<file path="src/rtl/io_bus_arbiter.sv">
// io_bus_arbiter
//   Round-robin arbiter and bus-cycle sequencer for the shared bidirectional
//   I/O bus. In each transfer it grants one requester, then runs the bus
//   cycle SETUP -> STROBE -> DONE and drives the transceiver output enable.
//
// Ports
//   clk, reset            clock (rising edge); asynchronous active-high reset
//   req, req_we           per-requester request and direction (1 = write)
//   req_addr, req_wdata   per-requester address/data, slice i holds requester i
//   ack, err, rdata       one-hot completion pulse, timeout flag, read data
//   gnt                   one-hot bus owner, held from SETUP through DONE
//   bus_addr, bus_we      latched address and direction of the current owner
//   bus_stb, bus_oe       strobe (STROBE only), transceiver oe (write, SETUP+STROBE)
//   bus_dout, bus_din     write data to the transceiver, bus value from it
//   bus_rdy               peripheral completion, only looked at during STROBE
module io_bus_arbiter #(
  parameter int NREQ    = 4,
  parameter int ADDR_W  = 8,
  parameter int DATA_W  = 16,
  parameter int TIMEOUT = 15
) (
  input  logic                     clk,
  input  logic                     reset,
  input  logic [NREQ-1:0]          req,
  input  logic [NREQ-1:0]          req_we,
  input  logic [NREQ*ADDR_W-1:0]   req_addr,
  input  logic [NREQ*DATA_W-1:0]   req_wdata,
  output logic [NREQ-1:0]          ack,
  output logic                     err,
  output logic [DATA_W-1:0]        rdata,
  output logic [NREQ-1:0]          gnt,
  output logic [ADDR_W-1:0]        bus_addr,
  output logic                     bus_we,
  output logic                     bus_stb,
  output logic                     bus_oe,
  output logic [DATA_W-1:0]        bus_dout,
  input  logic [DATA_W-1:0]        bus_din,
  input  logic                     bus_rdy
);

  localparam int IDX_W = (NREQ > 1) ? $clog2(NREQ) : 1;

  typedef enum logic [1:0] {
    ST_IDLE   = 2'd0,
    ST_SETUP  = 2'd1,
    ST_STROBE = 2'd2,
    ST_DONE   = 2'd3
  } state_t;

  state_t           state_r;
  state_t           state_s;
  logic [IDX_W-1:0] last_r;
  logic [IDX_W-1:0] winner_s;
  logic [IDX_W-1:0] idx_s;
  logic             found_s;
  logic             timeout_s;
  logic [7:0]       cnt_r;

  function automatic logic [NREQ-1:0] onehot(input logic [IDX_W-1:0] i);
    logic [NREQ-1:0] v;
    v    = '0;
    v[i] = 1'b1;
    return v;
  endfunction

  // Round-robin scan: the requester right after the previous winner has top priority.
  always_comb begin
    found_s  = 1'b0;
    winner_s = last_r;
    idx_s    = last_r;
    for (int k = 1; k <= NREQ; k++) begin
      idx_s = IDX_W'((int'(last_r) + k) % NREQ);
      if (!found_s && req[idx_s]) begin
        found_s  = 1'b1;
        winner_s = idx_s;
      end else begin
        found_s  = found_s;
      end
    end
  end

  // Next-state logic of the bus-cycle sequencer.
  always_comb begin
    state_s   = state_r;
    timeout_s = (cnt_r == 8'(TIMEOUT - 1));
    case (state_r)
      ST_IDLE: begin
        if (found_s) begin
          state_s = ST_SETUP;
        end else begin
          state_s = ST_IDLE;
        end
      end
      ST_SETUP:  state_s = ST_STROBE;
      ST_STROBE: begin
        // bus_rdy wins over a timeout that lands in the same cycle
        if (bus_rdy || timeout_s) begin
          state_s = ST_DONE;
        end else begin
          state_s = ST_STROBE;
        end
      end
      ST_DONE:   state_s = ST_IDLE;
      default:   state_s = ST_IDLE;
    endcase
  end

  // State register.
  always_ff @(posedge clk or posedge reset) begin
    if (reset) begin
      state_r <= ST_IDLE;
    end else begin
      state_r <= state_s;
    end
  end

  // Registered bus outputs, latched transfer parameters, timeout counter.
  always_ff @(posedge clk or posedge reset) begin
    if (reset) begin
      ack      <= '0;
      err      <= 1'b0;
      rdata    <= '0;
      gnt      <= '0;
      bus_addr <= '0;
      bus_we   <= 1'b0;
      bus_stb  <= 1'b0;
      bus_oe   <= 1'b0;
      bus_dout <= '0;
      cnt_r    <= 8'd0;
      last_r   <= IDX_W'(NREQ - 1);
    end else begin
      // ack/err are single-cycle pulses
      ack <= '0;
      err <= 1'b0;
      case (state_r)
        ST_IDLE: begin
          if (found_s) begin
            bus_addr <= req_addr[int'(winner_s)*ADDR_W +: ADDR_W];
            bus_dout <= req_wdata[int'(winner_s)*DATA_W +: DATA_W];
            bus_we   <= req_we[winner_s];
            bus_oe   <= req_we[winner_s];
            gnt      <= onehot(winner_s);
            last_r   <= winner_s;
          end
        end
        ST_SETUP: begin
          cnt_r   <= 8'd0;
          bus_stb <= 1'b1;
        end
        ST_STROBE: begin
          if (bus_rdy) begin
            if (!bus_we) begin
              rdata <= bus_din;
            end
            bus_stb <= 1'b0;
            bus_oe  <= 1'b0;
            ack     <= gnt;
          end else if (timeout_s) begin
            bus_stb <= 1'b0;
            bus_oe  <= 1'b0;
            ack     <= gnt;
            err     <= 1'b1;
          end else begin
            cnt_r <= cnt_r + 8'd1;
          end
        end
        ST_DONE: begin
          gnt <= '0;
        end
        default: begin
          gnt <= '0;
        end
      endcase
    end
  end

endmodule

</file>
<file path="config.mk">
export PLATFORM = sky130hd
export DESIGN_NAME = io_bus_arbiter
export DESIGN_NICKNAME = d
export VERILOG_FILES = /design/src/rtl/io_bus_arbiter.sv
export SDC_FILE = /design/constraint.sdc
export NUM_CORES = 1
export LEC_CHECK = 0
export CORE_MARGIN = 2
export CORE_UTILIZATION = 43
export DETAILED_ROUTE_END_ITERATION = 6
export PLACE_DENSITY = 0.85
export SETUP_SLACK_MARGIN = 0.15
export SLEW_MARGIN = 30
export SYNTH_ARGS = -nofsm -noshare
export SYNTH_HDL_FRONTEND = slang
export SYNTH_SLANG_ARGS = --single-unit
</file>
<file path="constraint.sdc">
create_clock -name clk -period 3.9 [get_ports clk]
set_clock_uncertainty 0.1 [all_clocks]
set_input_delay 1.17 -clock clk [delete_from_list [all_inputs] [get_ports clk]]
set_output_delay 1.17 -clock clk [all_outputs]
set_load 0.01 [all_outputs]
</file>
## Yosys cells after proc, flatten, opt, wreduce, memory -nomap -nowiden

Cells that the tools add are included.

- Add/sub/neg operators: 5
- Multiply operators: 0
- Divide/modulo/power cells: 0
- Order comparisons: 6
- Equality and inequality tests: 8
- Shift-type cells: 2
- Mux-type cells: 39
- Bitwise operators: 1
- Reduce and logical (&&, ||, !) cells: 18

Operator list:

| operator | count |
|---|---|
| $shiftx 64x7->16 | 1 |
| $shiftx 32x6->8 | 1 |
| $mux 1 | 18 |
| $mux 4 | 4 |
| $mux 8 | 2 |
| $pmux 8 s2 | 1 |
| $lt 2x3->1 const B | 5 |
| $bmux 1 s2 | 5 |
| $reduce_and 3->1 | 3 |
| $add 8x1->8 const B | 1 |
| $eq 8x4->1 const B | 1 |
| $mux 2 | 4 |
| $pmux 2 s4 | 1 |
| $pmux 4 s2 | 1 |
| $ne 2x2->1 const B | 3 |
| $reduce_and 2->1 | 3 |
| $reduce_bool 2->1 | 3 |
| $add 2x1->2 const B | 2 |
| $add 2x2->2 const B | 2 |
| $eq 2x2->1 const B | 2 |
| $logic_and 1x1->1 | 4 |
| $pmux 1 s2 | 2 |
| $logic_not 1->1 | 3 |
| $ne 3x3->1 const B | 1 |
| other kinds (6) | 6 |

- Bits in registers: 64
- Latch bits: 0
- RAM bits: 0
- Bits in read-only memories: 0
- Input port bits: 123
- Output and inout bits: 52
- Logic and storage cells: 91
- Memories: 0

## Logic depth before layout (Yosys ltp)

- Depth after elaboration: 19
- Gate-level depth with buffers: 9
- Depth with buffers taken out: 8

## Worst setup path after synthesis

Ideal clock, no wire load.

- Kind: input port to flip-flop
- Start: input req[3]
- End: register bus_addr[0]
- Library setup time: 0.125 ns
- Arrival: 2.634 ns
- Data required time: 3.675 ns
- Setup slack: 1.041 ns
- Stages: 6
- Path buffers: 1
- Cell sequence: nand2b_1 o21ai_1 a221oi_4 buf_4 mux4_2 mux2_2

- Word-level cells in the longest chain between the ends: 13
- Elaborated cells on any way between the ends: 24
- Those cells by class: shift (1); mux (16); reduce/logical (7)

RTL lines:

| what | RTL line | text |
|---|---|---|
| start: declaration | 24 | `input logic [NREQ-1:0] req,` |
| $bmux 1 s2 | 73 | `if (!found_s && req[idx_s]) begin` |
| $mux 1 (not written as such) | 73 |  |
| $mux 1 | 73 |  |
| $logic_not 1->1 | 73 |  |
| $logic_and 1x1->1 | 73 |  |
| $mux 1 | 73 |  |
| $logic_not 1->1 | 73 |  |
| $logic_and 1x1->1 | 73 |  |
| $mux 1 | 73 |  |
| $logic_not 1->1 | 73 |  |
| $logic_and 1x1->1 | 73 |  |
| $mux 2 or $mux 1 (tied branches) | 73 |  |
| $shiftx 32x6->8 or $reduce_and 2->1 (tied branches) | n/a |  |
| end signal: assignment | 138 | `bus_addr <= req_addr[int'(winner_s)*ADDR_W +: ADDR_W];` |
| end: declaration | 32 | `output logic [ADDR_W-1:0] bus_addr,` |

Parallel ways exist; a longest one is shown, timed or not. The select of a mux whose other input is x is not followed.
A chain may end at the register's enable or synchronous reset.

## Worst setup path after layout

- Start: input req[2]
- End: register bus_dout[9]

- Word-level cells in the longest chain between the ends: 13
- Elaborated cells on any way between the ends: 24
- Those cells by class: shift (1); mux (16); reduce/logical (7)

RTL lines:

| what | RTL line | text |
|---|---|---|
| $bmux 1 s2 | 73 |  |
| $mux 1 (not written as such) | 73 |  |
| $mux 1 | 73 |  |
| $logic_not 1->1 | 73 |  |
| $logic_and 1x1->1 | 73 |  |
| $mux 1 | 73 |  |
| $logic_not 1->1 | 73 |  |
| $logic_and 1x1->1 | 73 |  |
| $mux 1 | 73 |  |
| $logic_not 1->1 | 73 |  |
| $logic_and 1x1->1 | 73 |  |
| $mux 2 or $mux 1 (tied branches) | 73 |  |
| $shiftx 64x7->16 or $reduce_and 2->1 (tied branches) | n/a |  |
| end signal: assignment | 139 | `bus_dout <= req_wdata[int'(winner_s)*DATA_W +: DATA_W];` |
| end: declaration | 36 | `output logic [DATA_W-1:0] bus_dout,` |

Parallel ways exist; a longest one is shown, timed or not. The select of a mux whose other input is x is not followed.

==> reports/results.ini <==
[global_route]
grt_util_all_layers=0.2248
antenna_found_initial=0
grt_overflow=0
grt_start_max_net_pins=34
grt_pass1_vias=2960
grt_pass1_wl_um=14370

[worst_setup_path]
crit_end=bus_dout[9]$_DFFE_PP0P_
r2r-start=state_r[0]$_DFF_PP0_
setup.worst_path.start=req[2]
r2r_slack_ns=1.40
crit_required_ns=4.02
reg2reg_depth=7
critPathLaunchType=input port
path_max_fanout=14
path_class=input port to flip-flop
arrival_ns=3.30
r2r-end=cnt_r[0]$_DFFE_PP0P_
endpoint_kind=flip-flop

[cts]
root_buffer=clkbuf_8
tritoncts=done
clkSlewWorstSetupHoldPaths_ns=0.07
cts_resized=0
h-tree-depth=3
cts.sinks=64
max-clock-path-buffers=2
numCtsBuffers=9
cts_hold_buf=0
postCtsSetupBuffers=0
clock_latency_ns=0.33

[die]
dieHeight_um=91.20
fp-row-count=31
start_util=0.4484
die_area_mm2=0.008317
io_pins=175
die_w_um=91.20
core_mm2=0.007292

[synthesis]
syn_area_mm2=0.003269
syn_area_per_cell_um2=13.57
ys_types=35
yosys.area.top_type_share=0.4746
yosysTopAreaCell=dfrtp_1
synth.area.top_cells=dfrtp_1 (47%), mux4_2 (17%), mux2_2 (14%)
netlist_instances=241
seq_area_frac_synth=0.4906
synth_edf_count=0
yosysMostFrequentCell=dfrtp_1
ys_ff_latch=64
ys.flop_type=dfrtp_1
yosysWarnings=0
async_reset_ff_frac=1.000
synthTopCellsByCount=dfrtp_1 (62), mux2_2 (41), mux4_2 (24), nand2_1 (20), nor2_1 (12)
syn-num-nets=371

[timing]
fin_crit_sh=0.8138
rsz0062_at_grt=false
whs_ns=0.4059
slew_viol_final=0
setup_tns_ns=0
max_freq_mhz=315.1
period_needed_ns=3.174
hold_viol=0
worst_pin_slew_ns=0.7938
setup_viol=0
slew_headroom=0.4702

[placed_design]
placed_area_mm2=0.005162
place.port_buffers=174
globalplace.congestion=0.7591
post-dp-hpwl_um=7135

[detailed_routing]
finalWirelength_um=8863
drcViolationCount=0
ant_nets=0
via_count=2721
drt_iter0_markers=90
firstDrtPassIters=4
wire_per_inst_um=16.79
viasPerCell=5.153

[pwr]
p_leak_nw=2.170
ir_worst_vdd_uv=379.9
power_density_mw_per_mm2=687.4

[outcome]
status=complete, no violations

[final_layout]
area_delta_synth_final_pct=63.64
n_fill_cell=536
design_area_mm2=0.005350
diodes=0
drive_above_1_share=0.2331
finalNetCount=554

[min_path]
hold_class=flip-flop to flip-flop

[run]
max_cap_viol_count=0

placed cells by master (no fill, tap or decap), types with 2 or more instances in the layout:
cell type,netlist,final
a21oi_1,6,5
and2_1,4,4
buf_4,3,10
clkbuf_8,0,9
clkdlybuf4s50_1,0,174
clkinv_2,0,3
clkinvlp_4,0,2
dfrtp_1,62,62
dfstp_2,2,2
ha_1,7,7
inv_1,8,7
mux2_2,41,41
mux2i_1,2,2
mux4_2,24,24
nand2_1,20,20
nand2b_1,4,4
nand3_1,4,4
nor2_1,12,11
nor3_1,3,3
o21ai_0,10,10
o21ai_1,2,2
o31ai_1,3,3
or2_2,2,2
per-stage QoR:
step / utilization / cells / worst slack [ns] / total power, mW
CTS: 0.7337 / 528 / 0.7179 / 3.723
floorplan: - / 241 / 1.035 / 2.280
global route: 0.7337 / 528 / 0.6033 / 3.929
finish: 0.7337 / 528 / 0.7262 / 3.677
global placement: 0.7080 / 512 / 0.4317 / 3.104
detailed placement: 0.7080 / 512 / 0.3602 / 3.178
per-layer routing:
layer,up-vias,GRT usage,routed length (um)
met2,120,0.3957,4587
met5,-,0,0
met1,1329,0.2454,3429
met3,16,0.07303,631
li1,1256,-,-
met4,0,0.1035,215
sequential cells by signal, indices dropped and copies added, names as in the netlist:
| name | count |
|---|---|
| ack | 4 |
| bus_addr | 8 |
| bus_dout | 16 |
| bus_oe | 1 |
| bus_stb | 1 |
| bus_we | 1 |
| cnt_r | 8 |
| err | 1 |
| gnt | 4 |
| last_r | 2 |
| rdata | 16 |
| state_r | 2 |
worst max-delay path, stage by stage:
cell	delay [ns]
clkdlybuf4s50_1	0.51
nand2b_1	0.12
a21oi_1	0.09
a221oi_4	0.21
buf_4	0.33
mux4_2	0.57
mux2_2	0.27
cell families after synthesis:
family / after synthesis / share of synthesized area
AO/OA/AOI/OAI: 28 / 0.06047
XOR/XNOR: 2 / 0.005359
adder cells (fa/ha/maj): 7 / 0.02679
buffers and inverters: 20 / 0.02793
flip-flops: 64 / 0.4906
multiplexers: 67 / 0.3127
AND/OR/NAND/NOR: 53 / 0.07615
area by class of cell:
| type | instances | area (um^2) | area share |
|---|---|---|---|
| timing repair buffer | 184 | 1817 | 0.3396 |
| inverter | 8 | 30.03 | 0.005613 |
| clock buffer | 10 | 127.6 | 0.02385 |
| clock inverter | 6 | 60.06 | 0.01123 |
| tap | 99 | 123.9 | 0.02315 |
| sequential | 64 | 1604 | 0.2998 |
| multi-input combinational | 157 | 1588 | 0.2968 |
power breakdown:
group | switching, mW | internal (mW)
clock network | 0.251 | 0.292
registers | 0.163 | 0.953
logic | 0.835 | 1.18
total | 1.25 | 2.43
worst min path at each step:
stage	from	end	slack (ns)	depth (start not counted)
detailed placement	rdata[13]$_DFFE_PP0P_	rdata[13]$_DFFE_PP0P_	0.39	1
global route	cnt_r[6]$_DFFE_PP0P_	cnt_r[6]$_DFFE_PP0P_	0.42	1
global placement	gnt[3]$_DFFE_PP0P_	gnt[3]$_DFFE_PP0P_	0.39	2
CTS	cnt_r[6]$_DFFE_PP0P_	cnt_r[6]$_DFFE_PP0P_	0.40	1
finish	rdata[13]$_DFFE_PP0P_	rdata[13]$_DFFE_PP0P_	0.41	1
floorplan	cnt_r[6]$_DFFE_PP0P_	cnt_r[6]$_DFFE_PP0P_	0.37	1
Power figures use the tool's default switching activity.
